==> config.mk <==
export PLATFORM = sky130hd
export DESIGN_NAME = decoder_3to8_seq
export DESIGN_NICKNAME = d
export VERILOG_FILES = /design/src/rtl/decoder_pkg.sv /design/src/rtl/dec3to8_comb.sv /design/src/rtl/decoder_3to8_seq.sv
export SDC_FILE = /design/constraint.sdc
export NUM_CORES = 1
export LEC_CHECK = 0
export CORE_MARGIN = 10
export CORE_UTILIZATION = 47
export DETAILED_ROUTE_END_ITERATION = 10
export MAX_ROUTING_LAYER = met4
export PLACE_DENSITY = 0.78
export SLEW_MARGIN = 30
export SYNTH_ARGS = -nofsm -noshare
export SYNTH_HDL_FRONTEND = slang
export SYNTH_SLANG_ARGS = --single-unit
==> constraint.sdc <==
create_clock -name CLK -period 2.1 [get_ports CLK]
set_input_delay 0.315 -clock CLK [delete_from_list [all_inputs] [get_ports CLK]]
set_output_delay 0.315 -clock CLK [all_outputs]
set_load 0.02 [all_outputs]
==> src/rtl/decoder_pkg.sv <==
// Shared types and constants for the sequenced 3-to-8 decoder.
// Y polarity follows DECODER_ACTIVE_LOW_EN (defined: 74x138-style active-low lines).
package decoder_pkg;

  localparam int CODE_W = 3;
  localparam int LINES  = 8;
  localparam int CNT_W  = 8;

  typedef enum logic [1:0] {
    ST_IDLE  = 2'd0,
    ST_DRIVE = 2'd1,
    ST_GAP   = 2'd2
  } state_e;

`ifdef DECODER_ACTIVE_LOW_EN
  localparam logic [LINES-1:0] Y_IDLE = 8'hFF;
`else
  localparam logic [LINES-1:0] Y_IDLE = 8'h00;
`endif

endpackage

==> src/rtl/dec3to8_comb.sv <==
// Pure combinational code-to-line decoder; the selected line takes the
// opposite level of Y_IDLE, so polarity follows DECODER_ACTIVE_LOW_EN.
module dec3to8_comb
  import decoder_pkg::*;
(
  input  logic [CODE_W-1:0] code,
  output logic [LINES-1:0]  y
);

  logic [LINES-1:0] onehot_s;

  // One-hot select, then flipped into the configured polarity
  always_comb begin
    onehot_s = {{(LINES-1){1'b0}}, 1'b1} << code;
    y        = onehot_s ^ Y_IDLE;
  end

endmodule

==> src/rtl/decoder_3to8_seq.sv <==
// Sequenced 3-to-8 decoder: accepts (A, GS) over valid/ready and drives one
// Y line for HOLD cycles, then an optional GAP; polarity per DECODER_ACTIVE_LOW_EN.
module decoder_3to8_seq
  import decoder_pkg::*;
#(
  parameter int unsigned HOLD = 4,
  parameter int unsigned GAP  = 1
) (
  input  logic              CLK,
  input  logic              RST,
  input  logic              EI,
  input  logic              VALID,
  input  logic [CODE_W-1:0] A,
  input  logic              GS,
  output logic              READY,
  output logic [LINES-1:0]  Y,
  output logic              ACT,
  output logic              DONE
);

  localparam logic [CNT_W-1:0] HOLD_LD = CNT_W'(HOLD - 1);
  localparam logic [CNT_W-1:0] GAP_LD  = CNT_W'((GAP == 0) ? 0 : GAP - 1);

  state_e            state_q, state_d;
  logic [CNT_W-1:0]  cnt_q, cnt_d;
  logic [CODE_W-1:0] code_q, code_d;
  logic [LINES-1:0]  y_q, y_d;
  logic              act_q, act_d;
  logic              done_q, done_d;
  logic [LINES-1:0]  dec_y;
  logic              accept;

  assign READY  = EI && (state_q == ST_IDLE) && !RST;
  assign accept = VALID && READY;
  assign code_d = accept ? A : code_q;

  dec3to8_comb u_dec (
    .code (code_d),
    .y    (dec_y)
  );

  // Next-state logic; EI low overrides everything and silently returns to idle
  always_comb begin
    state_d = state_q;
    cnt_d   = cnt_q;
    y_d     = y_q;
    act_d   = act_q;
    done_d  = 1'b0;
    if (!EI) begin
      state_d = ST_IDLE;
      cnt_d   = 8'd0;
      y_d     = Y_IDLE;
      act_d   = 1'b0;
    end else begin
      case (state_q)
        ST_IDLE: begin
          if (accept && GS) begin
            state_d = ST_DRIVE;
            cnt_d   = HOLD_LD;
            y_d     = dec_y;
            act_d   = 1'b1;
          end else if (accept) begin
            done_d  = 1'b1;
            y_d     = Y_IDLE;
            act_d   = 1'b0;
            if (GAP == 0) begin
              state_d = ST_IDLE;
              cnt_d   = 8'd0;
            end else begin
              state_d = ST_GAP;
              cnt_d   = GAP_LD;
            end
          end else begin
            state_d = ST_IDLE;
          end
        end
        ST_DRIVE: begin
          if (cnt_q == 8'd0) begin
            y_d    = Y_IDLE;
            act_d  = 1'b0;
            done_d = 1'b1;
            if (GAP == 0) begin
              state_d = ST_IDLE;
              cnt_d   = 8'd0;
            end else begin
              state_d = ST_GAP;
              cnt_d   = GAP_LD;
            end
          end else begin
            cnt_d = cnt_q - 8'd1;
          end
        end
        ST_GAP: begin
          if (cnt_q == 8'd0) begin
            state_d = ST_IDLE;
          end else begin
            cnt_d = cnt_q - 8'd1;
          end
        end
        default: begin
          state_d = ST_IDLE;
          cnt_d   = 8'd0;
          y_d     = Y_IDLE;
          act_d   = 1'b0;
        end
      endcase
    end
  end

  // State and registered outputs
  always_ff @(posedge CLK or posedge RST) begin
    if (RST) begin
      state_q <= ST_IDLE;
      cnt_q   <= 8'd0;
      code_q  <= 3'd0;
      y_q     <= Y_IDLE;
      act_q   <= 1'b0;
      done_q  <= 1'b0;
    end else begin
      state_q <= state_d;
      cnt_q   <= cnt_d;
      code_q  <= code_d;
      y_q     <= y_d;
      act_q   <= act_d;
      done_q  <= done_d;
    end
  end

  assign Y    = y_q;
  assign ACT  = act_q;
  assign DONE = done_q;

endmodule

==> flow_summary.json <==
{
  "hold_viol": 0,
  "cts_made_buffers": 3,
  "grt_pass1_wl_um": 5790,
  "drive_above_1_share_pct": 18.9,
  "rr_endpoint": "cnt_q[0]$_DFFE_PP0P_",
  "routabilityCongestion": 0.874,
  "maxCapViolations": 0,
  "crit_end": "cnt_q[0]$_DFFE_PP0P_",
  "cp-start-kind": "flip-flop",
  "r2r_cells": 6,
  "finalSetupTns_ns": 0,
  "grt_overflow_total": 0,
  "die_y_um": 71.4,
  "synth_edf_count": 0,
  "initial_core_util_pct": 49.6,
  "grt_setup_unrepaired": "false",
  "routed_wl_um": 3410,
  "async_flop_share_pct": 100,
  "drt_iter0_markers": 140,
  "whs_ns": 0.254,
  "synth-main-ff-cell": "dfrtp_1",
  "yosysWarnings": 0,
  "viasPerCell": 6.07,
  "seq_area_frac_synth_pct": 42.3,
  "antenna_found_initial": 0,
  "critPathMaxFanout": 7,
  "grt_max_degree": 20,
  "power_density_nw_per_um2": 770,
  "clk_path_buf_depth": 2,
  "r2r_start": "cnt_q[2]$_DFFE_PP0P_",
  "fill_cells": 200,
  "rrSetupSlack_ns": 0.08,
  "numPortBuffers": 18,
  "grt_use_total_pct": 13.9,
  "ir_drop_v": 0.000491,
  "worstPathRequired_ns": 2.36,
  "min_period_over_period_pct": 96.2,
  "syn_area_um2": 1240,
  "grt_pass1_vias": 1232,
  "avgRoutedWirePerCell_um": 17.2,
  "syn_inst": 131,
  "diodes": 0,
  "vias": 1207,
  "status": "finished clean",
  "setup_viol": 0,
  "area_growth_pct": 30.5,
  "syn-num-nets": 141,
  "worstMarginPinSlew_ns": 0.617,
  "cts_htree_levels": 1,
  "placed_area_um2": 1590,
  "clock_latency_ns": 0.31,
  "cts_tree": "built",
  "postCtsSetupBuffers": 0,
  "fp-row-count": 18,
  "arrival_ns": 2.28,
  "final_cell_mix": "dfrtp_1 (21), buf_4 (21), clkdlybuf4s50_1 (17)",
  "die_x_um": 71.4,
  "fmax_ghz": 0.495,
  "dieArea_um2": 5100,
  "worstHoldPathType": "input port to async pin",
  "critPathKind": "flip-flop to flip-flop",
  "ctsHoldBuffers": 0,
  "drc": 0,
  "cts_root_buffer": "clkbuf_4",
  "drv_slew": 0,
  "drt_pre_antenna_iters": 4,
  "postRouteAntennaNets": 0,
  "cts.sink_count": 21,
  "max_slew_margin_pct": 58.5,
  "crit_path_end_kind": "flip-flop",
  "dp_hpwl_um": 2660,
  "cts.clk_slew.worst_paths_ns": 0.12,
  "post_synth.cell_area_avg_um2": 9.47,
  "core_um2": 2500,
  "nNetsFinal": 180,
  "synth-seq-cells": 21,
  "fin_area_um2": 1620,
  "p_leak_nw": 0.718,
  "worstSetupStartpoint": "cnt_q[2]$_DFFE_PP0P_",
  "yosysUniqueCellTypes": 45,
  "fin_crit_ns": 2.02,
  "ios": 19,
  "skew_ns": 0.000752
}
## cell type report
cell class	count	area [um^2]	area share, %
Clock buffer	3	22.5	1.39
Clock inverter	1	5.00	0.309
Inverter	9	33.8	2.08
Multi-Input combinational cell	96	659	40.7
Sequential cell	21	526	32.4
Tap cell	30	37.5	2.32
Timing Repair Buffer	39	337	20.8
## metrics by stage
step / util (%) / worst slack [ns] / cells / power, mW
2_1_floorplan: - / 0.0871 / 131 / 0.829
3_3_place_gp: 63.6 / -0.0339 / 195 / 1.02
3_5_place_dp: 63.6 / 0.0134 / 195 / 1.04
4_1_cts: 64.6 / 0.0427 / 199 / 1.24
5_1_grt: 64.8 / 0.0252 / 199 / 1.33
6_report: 64.8 / 0.0796 / 199 / 1.25
## metal layers
| metal | part of all wire, % | track usage (%) | up-vias |
|---|---|---|---|
| met3 | 4.0 | 2.62 | 9 |
| met5 | 0 | - | - |
| li1 | - | - | 569 |
| met4 | 1.7 | 4.73 | 0 |
| met1 | 46 | 16.8 | 594 |
| met2 | 49 | 22.4 | 35 |
## flip-flops by register name (all words and copies together), names as in the netlist
name,flops
Y,8
cnt_q,8
state_q,2
ACT,1
DONE,1
code_q,1
## cells in the mapped netlist (3+ instances only)
cell,count,area share (%)
a22oi_1,3,1.8
a21oi_1,6,2.4
nor2_1,7,2.1
inv_1,9,2.7
nand2_1,9,2.7
nor2b_1,6,3.0
o21ai_0,7,2.8
a22o_1,4,2.8
nor3_1,5,2.0
mux2i_1,3,2.4
dfrtp_1,21,42
clkbuf_1,3,0.91
nand3_1,3,1.2
nand2b_1,3,1.5
a32o_1,3,2.4
## worst max-delay path, cell delays in order (launching register included)
cell and delay, ns:
dfrtp_1 0.39, or4_1 0.61, buf_4 0.21, a2bb2oi_1 0.14, buf_4 0.15, a211oi_1 0.29
o21ba_1 0.18
## worst min path at each step
stage | startpoint | endpoint
floorplan | RST | ACT$_DFFE_PP0P_
global placement | Y[5]$_DFFE_PP0P_ | Y[5]$_DFFE_PP0P_
detailed placement | Y[7]$_DFFE_PP0P_ | Y[7]$_DFFE_PP0P_
CTS | RST | state_q[1]$_DFFE_PP0P_
global route | RST | state_q[1]$_DFFE_PP0P_
finish | RST | state_q[1]$_DFFE_PP0P_
## report_power, final
group / switching (mW) / internal [mW]
registers: 0.0461 / 0.447
clock network: 0.127 / 0.0712
logic: 0.290 / 0.266
## cells by family after synthesis
family,after synthesis,share of synthesized area [%]
adders and majority gates,2,2.02
buffers and inverters,14,4.94
and+or+nand+nor,48,22.1
AOI/OAI and AO/OA,43,26.2
muxes,3,2.42
DFF,21,42.3
## repair_timing
action,CTS,global route
resized for setup,1,2
setup endpoints to repair,1,6
endpoints found under the hold margin,0,0
gates cloned,0,0
No activity file was read; power rests on OpenSTA's default activity.
